File: src/rtl/target_number_gen_if.sv
// target_number_gen_if: round request (new_req, Max_digit, round, fixed_mode) from game FSM and BCD target result (target_digits, target_valid, busy) back
interface target_number_gen_if #(
  parameter int N_DIGITS = 3,
  parameter int MW = $clog2(N_DIGITS + 1)
);
  logic new_req;
  logic [MW-1:0] Max_digit;
  logic [2:0] round;
  logic fixed_mode;
  logic [4*N_DIGITS-1:0] target_digits;
  logic target_valid;
  logic busy;
  modport master (output new_req, Max_digit, round, fixed_mode, input target_digits, target_valid, busy);
  modport slave (input new_req, Max_digit, round, fixed_mode, output target_digits, target_valid, busy);
endinterface

File: src/rtl/target_number_gen.sv
// target_number_gen: BCD target generator (LFSR rejection sampling or legacy table); ports Clk, Reset_n (async low) and bus (slave: request in, target/valid/busy out)
module target_number_gen #(
  parameter int N_DIGITS = 3,
  parameter int LFSR_W = 16,
  parameter logic [LFSR_W-1:0] LFSR_TAPS = 16'hB400,
  parameter logic [LFSR_W-1:0] SEED = 16'hACE1,
  parameter int MW = $clog2(N_DIGITS + 1)
) (
  input logic Clk,
  input logic Reset_n,
  target_number_gen_if.slave bus
);
  localparam int D = 4 * N_DIGITS;
  localparam logic [LFSR_W-1:0] SEED_OK = (SEED == '0) ? LFSR_W'(1) : SEED;
  typedef enum logic [1:0] {IDLE, GEN, DONE} state_t;
  state_t state, state_n;
  logic [LFSR_W-1:0] lfsr;
  logic [MW-1:0] m, idx, m_in;
  logic [D-1:0] digits, fixed_val;
  logic [3:0] cand;
  logic accept, take, last;
  function automatic logic [11:0] table_val(logic [MW-1:0] mm, logic [2:0] r);
    case (int'(mm) * 8 + int'(r))
      9: table_val = 12'h002;
      10: table_val = 12'h008;
      11: table_val = 12'h003;
      17: table_val = 12'h057;
      18: table_val = 12'h096;
      19: table_val = 12'h021;
      25: table_val = 12'h123;
      26: table_val = 12'h000;
      27: table_val = 12'h999;
      default: table_val = 12'h000;
    endcase
  endfunction
  always_comb begin
    m_in = (bus.Max_digit == '0) ? MW'(1) : (int'(bus.Max_digit) > N_DIGITS) ? MW'(N_DIGITS) : bus.Max_digit;
    cand = lfsr[3:0];
    accept = bus.new_req && state != GEN;
    take = state == GEN && cand <= 4'd9;
    last = take && idx + MW'(1) == m;
    fixed_val = D'(table_val(m_in, bus.round));
    state_n = accept ? (bus.fixed_mode ? DONE : GEN) : last ? DONE : state;
  end
  always_ff @(posedge Clk or negedge Reset_n)
    if (!Reset_n) state <= IDLE;
    else state <= state_n;
  always_ff @(posedge Clk or negedge Reset_n)
    if (!Reset_n) begin
      lfsr <= SEED_OK;
      digits <= '0;
      idx <= '0;
      m <= '0;
    end else begin
      lfsr <= (lfsr >> 1) ^ (lfsr[0] ? LFSR_TAPS : '0);
      if (accept) begin
        m <= m_in;
        idx <= '0;
        digits <= bus.fixed_mode ? fixed_val : '0;
      end else if (take) begin
        digits[4*int'(idx) +: 4] <= cand;
        idx <= idx + MW'(1);
      end
    end
  assign bus.target_digits = digits;
  assign bus.target_valid = state == DONE;
  assign bus.busy = state == GEN;
endmodule

File: src/flat_wrapper.sv
// flat-port wrapper written by rule: the top's interface ports become plain ports
module target_number_gen_flat 
#(
  parameter int N_DIGITS = 3,
  parameter int LFSR_W = 16,
  parameter logic [LFSR_W-1:0] LFSR_TAPS = 16'hB400,
  parameter logic [LFSR_W-1:0] SEED = 16'hACE1,
  parameter int MW = $clog2(N_DIGITS + 1)
)
  (Clk, Reset_n, bus_new_req, bus_Max_digit, bus_round, bus_fixed_mode, bus_target_digits, bus_target_valid, bus_busy);
  target_number_gen_if #(.N_DIGITS(N_DIGITS), .MW(MW)) bus_i ();
  input logic Clk;
  input logic Reset_n;
  input wire logic [$bits(bus_i.new_req)-1:0] bus_new_req;
  input wire logic [$bits(bus_i.Max_digit)-1:0] bus_Max_digit;
  input wire logic [$bits(bus_i.round)-1:0] bus_round;
  input wire logic [$bits(bus_i.fixed_mode)-1:0] bus_fixed_mode;
  output wire logic [$bits(bus_i.target_digits)-1:0] bus_target_digits;
  output wire logic [$bits(bus_i.target_valid)-1:0] bus_target_valid;
  output wire logic [$bits(bus_i.busy)-1:0] bus_busy;
  assign bus_i.new_req = bus_new_req;
  assign bus_i.Max_digit = bus_Max_digit;
  assign bus_i.round = bus_round;
  assign bus_i.fixed_mode = bus_fixed_mode;
  assign bus_target_digits = bus_i.target_digits;
  assign bus_target_valid = bus_i.target_valid;
  assign bus_busy = bus_i.busy;
  target_number_gen #(.N_DIGITS(N_DIGITS), .LFSR_W(LFSR_W), .LFSR_TAPS(LFSR_TAPS), .SEED(SEED), .MW(MW)) u_core (.Clk(Clk), .Reset_n(Reset_n), .bus(bus_i));
endmodule
File: config.mk
export PLATFORM = sky130hd
export DESIGN_NAME = target_number_gen_flat
export DESIGN_NICKNAME = d
export VERILOG_FILES = /design/src/rtl/target_number_gen_if.sv /design/src/rtl/target_number_gen.sv /design/src/flat_wrapper.sv
export SDC_FILE = /design/constraint.sdc
export NUM_CORES = 1
export LEC_CHECK = 0
export CORE_UTILIZATION = 57
export CTS_CLUSTER_SIZE = 12
export DETAILED_ROUTE_END_ITERATION = 12
export PLACE_DENSITY = 0.8
export SETUP_SLACK_MARGIN = 0.5
export SLEW_MARGIN = 20
export SYNTH_ARGS = -nofsm -noshare
export SYNTH_HDL_FRONTEND = slang
export SYNTH_SLANG_ARGS = --single-unit
File: constraint.sdc
create_clock -name Clk -period 5.65 [get_ports Clk]
set_input_delay 0.565 -clock Clk [delete_from_list [all_inputs] [get_ports Clk]]
set_output_delay 0.565 -clock Clk [all_outputs]
set_load 0.01 [all_outputs]
Yosys cells after proc, flatten, opt, wreduce, memory -nomap -nowiden
Memories as Yosys holds them, arrays and structs flattened.
Index checks and enable logic that the tools add are counted.
{"block": "classes", "add_sub_neg": 3, "order_cmp": 1, "eq_ne": 4, "shift": 2, "muxes": 12, "bitwise": 1, "reduce_logical": 7}
{"op": "$mux W12", "n": 4}
{"op": "$neg A4 Y33", "n": 1}
{"op": "$shift A4 B33 Y12 const A", "n": 1}
{"op": "$shiftx A4 B33 Y12", "n": 1}
{"op": "$logic_not A27 Y1", "n": 1}
{"op": "$mux W16", "n": 1}
{"op": "$xor A15 B16 Y16", "n": 1}
{"op": "$bwmux W12", "n": 1}
{"op": "$mux W2", "n": 6}
{"op": "$add A5 B3 Y6", "n": 1}
{"op": "$le A4 B4 Y1 const B", "n": 1}
{"op": "$reduce_bool A2 Y1", "n": 2}
{"op": "$logic_and A1 B1 Y1", "n": 3}
{"op": "$add A2 B1 Y2 const B", "n": 1}
{"op": "$eq A2 B1 Y1 const B", "n": 1}
{"op": "$eq A2 B2 Y1", "n": 1}
{"op": "$eq A2 B2 Y1 const B", "n": 1}
{"op": "$logic_not A2 Y1", "n": 1}
{"op": "$ne A2 B1 Y1 const B", "n": 1}
{"block": "word_totals", "reg_bits": 34, "mem_bits_ro": 320, "input_bits": 9, "mem_count": 1}
{"memory": "(no name shown)", "words": 32, "width": 10, "read_ports": 1, "rd_clocked_by_memory_dff": 0, "wr": 0, "line": "target_number_gen.sv:23", "source": "case (int'(mm) * 8 + int'(r))"}

Logic depth before layout (Yosys ltp)
Gate-level depths: netlist of run 1.
{"block": "depth", "ltp_word": 7, "mapped_depth": 7, "mapped_depth_nobuf": 6}

Worst setup path before layout of run 1
Ideal clock, no wire load.
{"block": "synth_path", "path_type": "register to register", "startpoint": "reg u_core.idx[0]", "endpoint": "reg u_core.digits[2], in the netlist u_core.bus.target_digits[2]", "setup_ps": 64, "arrival_time_ps": 1820, "required_ps": 5586, "setup_slack_ps": 3765, "path_stages_with_launch": 8, "n_path_buf": 1, "synth_period_minus_slack_ps": 1885, "path_cell_list": "dfrtp_1 clkbuf_1 inv_1 ha_1 nand3b_1 a211oi_1 a32o_1 mux2_2"}
{"block": "synth_between", "elab_chain_len": 5, "elab_cells_between_ends": 6, "cone_classes": "1 x add/sub; 2 x shift; 3 x mux"}
{"element": "start, declared", "line": "target_number_gen.sv:18", "source": "logic [MW-1:0] m, idx, m_in;"}
{"element": "start signal, assigned", "line": "target_number_gen.sv:62", "source": "idx <= idx + MW'(1);"}
{"element": "$neg A4 Y33 (*)", "line": "target_number_gen.sv:61", "source": "digits[4*int'(idx) +: 4] <= cand;"}
{"element": "$shiftx A4 B33 Y12 or $shift A4 B33 Y12 (tied branches)", "line": "target_number_gen.sv:61"}
{"element": "$bwmux W12 (*)", "line": "target_number_gen.sv:61"}
{"element": "$mux W12 (*)", "line": "target_number_gen.sv:60", "source": "end else if (take) begin"}
{"element": "$mux W12 (*)", "line": "target_number_gen.sv:56", "source": "if (accept) begin"}
{"element": "end signal, assigned", "line": "target_number_gen.sv:59", "source": "digits <= bus.fixed_mode ? fixed_val : '0;"}
{"element": "end signal, assigned by index", "line": "target_number_gen.sv:61"}
{"element": "end, declared", "line": "target_number_gen.sv:19", "source": "logic [D-1:0] digits, fixed_val;"}
Mark *: on every way between the ends. The rest lies on a longest branch, timed or not. The select of a mux whose other input is x is not followed.
A chain may end at the register's enable or synchronous reset.

Worst setup path after layout of run 1
{"block": "layout_path", "startpoint": "reg u_core.state[1]", "endpoint": "out bus_busy"}
{"block": "layout_between", "elab_chain_len": 1}
{"element": "start, declared", "line": "target_number_gen.sv:16", "source": "state_t state, state_n;"}
{"element": "start signal, assigned", "line": "target_number_gen.sv:47", "source": "else state <= state_n;"}
{"element": "$eq A2 B1 Y1", "line": "target_number_gen.sv:67", "source": "assign bus.busy = state == GEN;"}
{"element": "end, declared", "line": "flat_wrapper.sv:20", "source": "output wire logic [$bits(bus_i.busy)-1:0] bus_busy;"}
No other way between the ends.

==> results of run 1 <==
-- synthesized netlist by cell type (2+ instances only) --
master      n  area, um^2
a211oi_1    2        15.0
a21oi_1     2        10.0
a31oi_1     2        12.5
a32o_1      3        30.0
and2_1      2        12.5
buf_6       2        22.5
clkbuf_1    2        7.51
dfrtp_1    26         651
dfstp_2     8         210
ha_1        7        87.6
inv_1       6        22.5
mux2_2      7        78.8
mux2_4      3        45.0
mux2i_1     3        30.0
nand2_1     7        26.3
nand2b_1    3        18.8
nand3_1     4        20.0
nand3b_1    2        15.0
nor2_1      3        11.3
nor2b_1     2        12.5
o21ai_0     2        10.0
o2bb2ai_1   7        61.3
xor2_1      4        35.0
-- flip-flops by register name, summed over array words and instances, names as in the netlist --
name / count
u_core.state: 2
u_core.lfsr: 16
u_core.m: 2
u_core.bus.target_digits: 12
u_core.idx: 2
-- layer usage --
layer,global-route usage,part of all wire,routed length (um),vias up
met3,0.0528,0.068,198,7
met1,0.306,0.43,1260,515
met5,0,0,0,-
met2,0.380,0.48,1420,38
met4,0.111,0.016,46,0
li1,-,-,-,500
-- worst reg2reg max path: stages (launching register included) --
cell and delay [ns]:
dfrtp_1 0.49, inv_1 0.12, ha_1 0.38, nand3b_1 0.19, a211oi_1 0.54, a22oi_1 0.18, a2bb2oi_1 0.18
-- cell families (layout without fill, tap and decap cells) --
family          after synthesis  count (layout)  share of synthesized area
compound gates               27              27                      0.137
xor+xnor                      5               5                     0.0277
fa+ha+maj                     7               7                     0.0553
buf+inv                      12              38                     0.0403
flops                        34              34                      0.544
mux                          13              13                     0.0972
simple gates                 28              28                     0.0988
-- power breakdown --
group / switching, uW / internal [uW] / total (uW)
combinational: 75.2 / 64.7 / 140
sequential: 12.4 / 257 / 270
clock: 78.8 / 59.8 / 139
total: 166 / 382 / 548
-- stage by stage --
stage | util | instances
after floorplan | - | 126
after global placement | 0.712 | 174
after detailed placement | 0.712 | 174
after CTS | 0.737 | 182
after global routing | 0.737 | 182
final | 0.737 | 182
-- area by class of cell --
cell class                 count  area (um^2)
clock buffer                   6         51.3
clock inverter                 2         12.5
fill                         190          668
inverter                       7         28.8
multi-input combinational     80          658
sequential                    34          861
tap                           30         37.5
timing repair buffer          23          228
-- path summary, 6_finish.rpt --
kind / slack [ns] / from / end
max: 3.41 / u_core.state[1]$_DFFE_PN0P_ / bus_busy
min: 0.36 / u_core.lfsr[7]$_DFF_PN1_ / u_core.lfsr[6]$_DFF_PN1_
max reg2reg: 3.49 / u_core.idx[0]$_DFFE_PN0P_ / u_core.bus.target_digits[1]$_DFFE_PN0P_
min reg2reg: 0.36 / u_core.lfsr[7]$_DFF_PN1_ / u_core.lfsr[6]$_DFF_PN1_
max in group asynchronous: 4.69 / Reset_n / u_core.lfsr[15]$_DFF_PN1_
min in group asynchronous: 0.62 / Reset_n / u_core.m[0]$_DFFE_PN0P_
==> reports/qor.txt, run 1 <==
final worst setup slack -> 3.41 ns
CTS tree -> done
synth warn -> 0
asr flop ratio synth -> 1.00
CTS sink count -> 34
clk_skew -> 0.00878 ns
WHS Path Cells -> 0
crit path kind -> flop to output port
Slew Viols, Final -> 0
post-synthesis cell area -> 1580 um^2
Buffers & Inverters on Critical Path -> 2
postcts setup bufs -> 0
outcome -> finished, final reports clean
Final Power -> 548 uW
DRC viols -> 0
Detailed Routing Iterations Pass 1 -> 4
Vias -> 1060
CP peak stage delay -> 0.53 ns
initial DRC count -> 17
crit end category -> output port
final instance area -> 1880 um^2
Max-Cap Viols -> 0
Syn Inst Count -> 126
Layout area overhead -> 18.6%
remaining global-route overflow -> 0
Starting Density -> 0.622
floorplan die height -> 54.7 um
peak supply drop -> 0.224 mV
initial antenna violation count -> 0
worst-margin pin slew -> 0.616 ns
RSZ-0062 raised after global routing -> no
R2R depth -> 6
most frequent cells in the layout -> dfrtp_1 (26), clkdlybuf4s50_1 (22), dfstp_2 (8)
Arr. time, crit path -> 1.67 ns
layout cells sized above 1 -> 0.217
# hold bufs at CTS -> 0
syn_nets -> 142
Final Wtd Congestion -> 0.892
hold slack -> 0.362 ns
Yosys reg bits -> 34
GRT Util Overall -> 0.239
Fin. Hold Viols -> 0
first-pass GRT wire length -> 4.84 mm
post-route clock period utilization -> 0.396
clock buffer depth -> 2
vias in the first global route -> 1052
I/O pins -> 23
EDFF count, synth -> 0
later-pin clock latency in the skew report -> 0.32 ns
prevailing post-synth register cell -> dfrtp_1
leakage power figure -> 0.000840 uW
Final setup viols -> 0
DPL Wire Length -> 2.12 mm
die width -> 54.7 um
Avg WL per Cell -> 16.1 um
DP Worst Slack -> 3.40 ns
Root Driver -> clkbuf_4
Layout Nets -> 167
worst min path class -> flop to flop
Cell Chain, Critical Path -> nand2b_1 > inv_4 > clkdlybuf4s50_1
CP max stage cell -> clkdlybuf4s50_1
Crit Path Max Fanout -> 8
CTS clk-pin slew, worst paths -> 0.10 ns
WL final -> 2.93 mm
commonest non-fill, non-tap cell in the layout -> dfrtp_1
Fmax achieved -> 447 MHz
Inserted Diodes -> 0
Setup TNS -> 0 ns
Worst path depth -> 3
CTS Buf Count -> 5
Area after DPL -> 1810 um^2
syn_area_per_cell -> 12.6 um^2
part of the Yosys area used for sequential elements -> 0.544
CP Launch Type -> flop
H-tree lvl count -> 2
Cell Pwr Density -> 292 nW/um^2
IO buf count -> 22
Worst EP required -> 5.09 ns
row count -> 18
Final min period -> 2.24 ns
CTS resizes -> 0
CP top delay family -> buffers and inverters
count of cell types in the netlist -> 40
Slew HR -> 0.587
post-route ant nets -> 0
core area -> 2540 um^2
largest net degree at the start of global routing -> 35
die area -> 2990 um^2
vias per inst -> 5.82
(Power assumes the default switching activity.)
==> inputs of run 2 (changes only) <==
--- a/config.mk
+++ b/config.mk
@@ -5,10 +5,10 @@
 export SDC_FILE = /design/constraint.sdc
 export NUM_CORES = 1
 export LEC_CHECK = 0
-export CORE_UTILIZATION = 57
+export CORE_UTILIZATION = 48
 export CTS_CLUSTER_SIZE = 12
 export DETAILED_ROUTE_END_ITERATION = 12
-export PLACE_DENSITY = 0.8
+export PLACE_DENSITY = 0.72
 export SETUP_SLACK_MARGIN = 0.5
 export SLEW_MARGIN = 20
 export SYNTH_ARGS = -nofsm -noshare
==> constraint.sdc (replaced) <==
create_clock -name Clk -period 2 [get_ports Clk]
set_input_delay 0.2 -clock Clk [delete_from_list [all_inputs] [get_ports Clk]]
set_output_delay 0.2 -clock Clk [all_outputs]
set_load 0.01 [all_outputs]
==> reports/qor.txt, run 2 (same netlist as run 1, synthesis figures left out) <==
outcome -> finished, final reports clean (unchanged)
WL final -> 3.43 mm (was 2.93 mm)
initial antenna violation count -> 0 (unchanged)
Most Crowded Layer GR -> met2 (unchanged)
GR Util met3 -> 0.0677 (was 0.0528)
layout cells sized above 1 -> 0.413 (was 0.217)
R2R depth -> 6 (unchanged)
Slew Viols, Final -> 0 (unchanged)
die width -> 59.4 um (was 54.7 um)
GRT Util Overall -> 0.214 (was 0.239)
first-pass GRT wire length -> 5.23 mm (was 4.84 mm)
clk_skew -> 0.0137 ns (was 0.00878 ns)
Area after DPL -> 1890 um^2 (was 1810 um^2)
Layout area overhead -> 35.7% (was 18.6%)
max FFs per register -> 16 (unchanged)
Worst EP required -> 2.28 ns (was 5.09 ns)
Fmax achieved -> 611 MHz
Inserted Diodes -> 0 (unchanged)
Vias -> 1130 (was 1060)
most frequent cells in the layout -> dfrtp_1 (24), clkdlybuf4s50_1 (15), buf_4 (15) (was dfrtp_1 (26), clkdlybuf4s50_1 (22), dfstp_2 (8))
Avg WL per Cell -> 16.3 um (was 16.1 um)
Final Power -> 1800 uW (was 548 uW)
clock share of power -> 0.221 (was 0.253)
FILL cells -> 256 (was 190)
Detailed Routing Iterations Pass 1 -> 5 (was 4)
Seq pwr share -> 0.423 (was 0.492)
remaining global-route overflow -> 0 (unchanged)
post-route ant nets -> 0 (unchanged)
initial DRC count -> 68 (was 17)
die area -> 3530 um^2 (was 2990 um^2)
Layout Nets -> 182 (was 167)
Combinational Power Share -> 0.356 (was 0.255)
CP Launch Type -> flop (unchanged)
vias per inst -> 5.36 (was 5.82)
IO buf count -> 22 (unchanged)
Cell Pwr Density -> 840 nW/um^2 (was 292 nW/um^2)
CTS Buf Count -> 5 (unchanged)
worst-margin pin slew -> 0.413 ns (was 0.616 ns)
internal cell power -> 1230 uW (was 382 uW)
floorplan die height -> 59.4 um (was 54.7 um)
leakage power figure -> 0.00102 uW (was 0.000840 uW)
post-route clock period utilization -> 0.818
sw frac -> 0.318 (was 0.303)
Arr. time, crit path -> 1.92 ns (was 1.67 ns)
Worst R2R Setup Slack -> 0.36 ns (was 3.49 ns)
CTS sink count -> 34 (unchanged)
row count -> 20 (was 18)
register with the most flip-flops -> u_core.lfsr (unchanged)
peak supply drop -> 0.441 mV (was 0.224 mV)
DPL Wire Length -> 2.27 mm (was 2.12 mm)
final instance area -> 2150 um^2 (was 1880 um^2)
Setup TNS -> 0 ns (unchanged)
Fin. Hold Viols -> 0 (unchanged)
Crit Path Max Fanout -> 5 (was 8)
Final min period -> 1.64 ns
RSZ-0062 raised after global routing -> yes (was no)
CP peak stage delay -> 0.40 ns (was 0.53 ns)
DRC viols -> 0 (unchanged)
Reg-to-Reg Start -> u_core.idx[1]$_DFFE_PN0P_ (was u_core.idx[0]$_DFFE_PN0P_)
CTS clk-pin slew, worst paths -> 0.11 ns (was 0.10 ns)
Slew HR -> 0.724 (was 0.587)
crit path kind -> flop to flop (was flop to output port)
later-pin clock latency in the skew report -> 0.35 ns (was 0.32 ns)
Max-Cap Viols -> 0 (unchanged)
met1 usage -> 0.261 (was 0.306)
Root Driver -> clkbuf_4 (unchanged)
Buffers & Inverters on Critical Path -> 1 (was 2)
Cell Chain, Critical Path -> inv_2 > ha_4 > nand3b_1 > a211oi_4 > a32o_2 > mux2_4 (was nand2b_1 > inv_4 > clkdlybuf4s50_1)
crit end category -> flop (was output port)
clock buffer depth -> 2 (unchanged)
FF-to-FF End -> u_core.bus.target_digits[2]$_DFFE_PN0P_ (was u_core.bus.target_digits[1]$_DFFE_PN0P_)
vias in the first global route -> 1106 (was 1052)
met2 Use GR -> 0.345 (was 0.380)
core area -> 3100 um^2 (was 2540 um^2)
commonest non-fill, non-tap cell in the layout -> dfrtp_1 (unchanged)
H-tree lvl count -> 2 (unchanged)
I/O pins -> 23 (unchanged)
Starting Density -> 0.510 (was 0.622)
P_sw -> 574 uW (was 166 uW)
Final Wtd Congestion -> 0.803 (was 0.892)
CTS tree -> done (unchanged)
worst min path class -> input pin to asynchronous set/reset pin (was flop to flop)
CP top delay family -> compound AO/OA/AOI/OAI gates (was buffers and inverters)
largest net degree at the start of global routing -> 35 (unchanged)
Final setup viols -> 0 (unchanged)
CP max stage cell -> dfrtp_1 (was clkdlybuf4s50_1)
## run 2: how the worst max path moves through the flow
stage                                   start                                 endpoint  slack (ns)  depth (start not counted)
global route        u_core.idx[1]$_DFFE_PN0P_  u_core.bus.target_digits[3]$_DFFE_PN0P_        0.28                          6
floorplan           u_core.idx[0]$_DFFE_PN0P_  u_core.bus.target_digits[2]$_DFFE_PN0P_        0.47                          7
detailed placement  u_core.idx[0]$_DFFE_PN0P_  u_core.bus.target_digits[8]$_DFFE_PN0P_        0.17                          6
global placement    u_core.idx[0]$_DFFE_PN0P_  u_core.bus.target_digits[8]$_DFFE_PN0P_        0.24                          6
CTS                 u_core.idx[0]$_DFFE_PN0P_  u_core.bus.target_digits[9]$_DFFE_PN0P_        0.38                          6
finish              u_core.idx[1]$_DFFE_PN0P_  u_core.bus.target_digits[2]$_DFFE_PN0P_        0.36                          6
## run 2: layer usage
metal | vias to the layer above | part of all wire
met2 | 16 | 0.51
met5 | - | 0
met1 | 580 | 0.45
li1 | 530 | -
met4 | 0 | 0.013
met3 | 4 | 0.028
## run 2: area by class of cell
type | count | area [um^2] | share of cell area
Clock buffer | 6 | 51.3 | 0.0239
Sequential cell | 34 | 863 | 0.402
Clock inverter | 2 | 12.5 | 0.00583
Tap cell | 44 | 55.1 | 0.0256
Inverter | 7 | 31.3 | 0.0146
Multi-Input combinational cell | 80 | 777 | 0.362
Timing Repair Buffer | 38 | 357 | 0.166
## run 2: stage by stage
stage,instances,utilization,hold slack [ns],setup WS (ns)
2_1_floorplan,126,-,-0.0956,0.465
3_3_place_gp,192,0.610,0.333,0.238
3_5_place_dp,192,0.610,0.335,0.166
4_1_cts,204,0.658,0.252,0.381
5_1_grt,211,0.692,0.273,0.278
6_report,211,0.692,0.245,0.365
## run 2: power by group through the flow
stage,Combinational (uW),Sequential [uW],Clock (uW)
after global routing,688,764,436
after global placement,428,780,0
after floorplan,335,765,0
after detailed placement,439,782,0
after CTS,528,760,414
final,642,762,399
## run 2: what timing repair did
item	CTS	global route
hold buffers	0	0
pin swaps	4	6
setup buffers	4	7
gates resized for setup	20	10
endpoints found under the setup margin	18	18
==> inputs of run 3 (changes only) <==
--- a/config.mk
+++ b/config.mk
@@ -5,10 +5,10 @@
 export SDC_FILE = /design/constraint.sdc
 export NUM_CORES = 1
 export LEC_CHECK = 0
-export CORE_UTILIZATION = 48
+export CORE_UTILIZATION = 53
 export CTS_CLUSTER_SIZE = 12
 export DETAILED_ROUTE_END_ITERATION = 12
-export PLACE_DENSITY = 0.72
+export PLACE_DENSITY = 0.75
 export SETUP_SLACK_MARGIN = 0.5
 export SLEW_MARGIN = 20
 export SYNTH_ARGS = -nofsm -noshare
==> constraint.sdc (replaced) <==
create_clock -name Clk -period 1.7 [get_ports Clk]
set_input_delay 0.17 -clock Clk [delete_from_list [all_inputs] [get_ports Clk]]
set_output_delay 0.17 -clock Clk [all_outputs]
set_load 0.01 [all_outputs]
==> reports/qor.txt, run 3 (same netlist as run 1, synthesis figures left out) <==
final worst setup slack -> 0.0648 ns (was 0.365 ns)
max FFs per register -> 16 (unchanged)
Arr. time, crit path -> 1.88 ns (was 1.92 ns)
vias in the first global route -> 1130 (was 1106)
Final min period -> 1.64 ns (about the same)
commonest non-fill, non-tap cell in the layout -> dfrtp_1 (unchanged)
Slew Viols, Final -> 0 (unchanged)
Setup TNS -> 0 ns (unchanged)
CTS tree -> done (unchanged)
outcome -> finished, final reports clean (unchanged)
clock buffer depth -> 2 (unchanged)
Layout Nets -> 184 (was 182)
WL final -> 3.42 mm (was 3.43 mm)
floorplan die height -> 56.6 um (was 59.4 um)
# hold bufs at CTS -> 0 (unchanged)
Worst EP required -> 1.95 ns (was 2.28 ns)
worst-margin pin slew -> 0.543 ns (was 0.413 ns)
CP Launch Type -> flop (unchanged)
Layout area overhead -> 35.8% (was 35.7%)
Avg WL per Cell -> 17.1 um (was 16.3 um)
row count -> 19 (was 20)
Final setup viols -> 0 (unchanged)
die width -> 56.6 um (was 59.4 um)
FILL cells -> 178 (was 256)
core area -> 2780 um^2 (was 3100 um^2)
DPL Wire Length -> 2.22 mm (was 2.27 mm)
later-pin clock latency in the skew report -> 0.36 ns (was 0.35 ns)
area occupied by multi-input gates -> 772 um^2 (was 777 um^2)
Worst Setup SP -> u_core.idx[1]$_DFFE_PN0P_ (unchanged)
crit path kind -> flop to flop (unchanged)
FF-to-FF End -> u_core.bus.target_digits[5]$_DFFE_PN0P_ (was u_core.bus.target_digits[2]$_DFFE_PN0P_)
Seq. cell area -> 861 um^2 (was 863 um^2)
Starting Density -> 0.569 (was 0.510)
Buffers & Inverters on Critical Path -> 2 (was 1)
Fmax achieved -> 612 MHz (was 611 MHz)
post-route ant nets -> 0 (unchanged)
CTS clk-pin slew, worst paths -> 0.12 ns (was 0.11 ns)
initial DRC count -> 51 (was 68)
Worst Setup EP -> u_core.bus.target_digits[5]$_DFFE_PN0P_ (was u_core.bus.target_digits[2]$_DFFE_PN0P_)
Cell Pwr Density -> 1020 nW/um^2 (was 840 nW/um^2)
largest net degree at the start of global routing -> 35 (unchanged)
DRC viols -> 0 (unchanged)
GRT Util Overall -> 0.231 (was 0.214)
Final Wtd Congestion -> 0.919 (was 0.803)
CP max stage cell -> dfrtp_1 (unchanged)
DP Worst Slack -> -0.0167 ns (was 0.166 ns)
Fin. Hold Viols -> 0 (unchanged)
CP peak stage delay -> 0.42 ns (was 0.40 ns)
CP top delay family -> flip-flops (was compound AO/OA/AOI/OAI gates)
H-tree lvl count -> 2 (unchanged)
I/O pins -> 23 (unchanged)
first-pass GRT wire length -> 5.39 mm (was 5.23 mm)
R2R depth -> 7 (was 6)
Root Driver -> clkbuf_4 (unchanged)
post-route clock period utilization -> 0.962 (was 0.818)
layout cells sized above 1 -> 0.396 (was 0.413)
Slew HR -> 0.637 (was 0.724)
remaining global-route overflow -> 0 (unchanged)
Max-Cap Viols -> 0 (unchanged)
register with the most flip-flops -> u_core.lfsr (unchanged)
Inserted Diodes -> 0 (unchanged)
vias per inst -> 5.76 (was 5.36)
Crit Path Max Fanout -> 4 (was 5)
die area -> 3210 um^2 (was 3530 um^2)
initial antenna violation count -> 0 (unchanged)
clk_skew -> 0.0185 ns (was 0.0137 ns)
Cell Chain, Critical Path -> inv_2 > ha_4 > buf_4 > nand4b_1 > a21oi_4 > o2bb2ai_2 > mux2_4 (was inv_2 > ha_4 > nand3b_1 > a211oi_4 > a32o_2 > mux2_4)
Vias -> 1152 (was 1130)
CTS sink count -> 34 (unchanged)
worst min path class -> input pin to asynchronous set/reset pin (unchanged)
leakage power figure -> 0.00101 uW (was 0.00102 uW)
CTS Buf Count -> 5 (unchanged)
peak supply drop -> 1.55 mV (was 0.441 mV)
IO buf count -> 22 (unchanged)
crit end category -> flop (unchanged)
Detailed Routing Iterations Pass 1 -> 4 (was 5)
RSZ-0062 raised after global routing -> yes (unchanged)
most frequent cells in the layout -> dfrtp_1 (26), buf_4 (15), clkdlybuf4s15_1 (10) (was dfrtp_1 (24), clkdlybuf4s50_1 (15), buf_4 (15))
Worst R2R Setup Slack -> 0.06 ns (was 0.36 ns)
Reg-to-Reg Start -> u_core.idx[1]$_DFFE_PN0P_ (unchanged)
Worst path depth -> 7 (was 6)
run 3: cell types whose count changed in the layout (fill, tap and decap cells not counted), sizes merged:
cell and delta:
buf +4, dlygate4sd2 -3, dlymetal6s2s -2, clkdlybuf4s15 +9
clkinv -1, clkdlybuf4s50 -7, bufinv +1, clkinvlp +1
run 3: metrics by stage:
step / util / power [uW] / hold WS, ns / instance area, um^2 / cells
global placement: 0.690 / 1440 / 0.335 / 1920 / 183
detailed placement: 0.690 / 1460 / 0.337 / 1920 / 183
CTS: 0.753 / 2180 / 0.220 / 2100 / 197
finish: 0.773 / 2200 / 0.207 / 2150 / 200
floorplan: - / 1300 / -0.126 / 1640 / 126
global route: 0.773 / 2280 / 0.255 / 2150 / 200
run 3: worst min-delay path by stage:
stage               slack, ns                                       to                       from
floorplan               -0.13  u_core.bus.target_digits[0]$_DFFE_PN0P_                    Reset_n
global placement         0.34                u_core.lfsr[11]$_DFF_PN1_  u_core.lfsr[12]$_DFF_PN0_
detailed placement       0.34                 u_core.lfsr[8]$_DFF_PN0_   u_core.lfsr[9]$_DFF_PN0_
CTS                      0.22                  u_core.m[1]$_DFFE_PN0P_                    Reset_n
global route             0.26                u_core.lfsr[12]$_DFF_PN0_                    Reset_n
finish                   0.21  u_core.bus.target_digits[4]$_DFFE_PN0P_                    Reset_n
run 3: repair_timing:
action	4_1_cts	5_1_grt
setup buffers	6	3
pin swaps	8	4
gates resized for setup	36	15
endpoints found under the setup margin	32	25
run 3: layout make-up:
class | count | share of cell area
inverter | 7 | 0.0146
clock buffer | 5 | 0.0175
tap | 31 | 0.0180
multi-input combinational | 80 | 0.359
clock inverter | 3 | 0.0210
timing repair buffer | 40 | 0.169
sequential | 34 | 0.400
run 3: power by group:
part / internal [uW] / switching, uW / leakage [uW] / total, uW
registers: 856 / 37.0 / 0.000432 / 893
logic: 337 / 353 / 0.000537 / 689
clock network: 308 / 310 / 0.0000374 / 618
total: 1500 / 699 / 0.00101 / 2200
run 3: routing by layer:
metal  up-vias  global-route usage  wire length, um
met3         5              0.0783              170
met4         0              0.0941               48
li1        535                   -                -
met1       583               0.303             1490
met5         -                   0                0
met2        29               0.351             1710
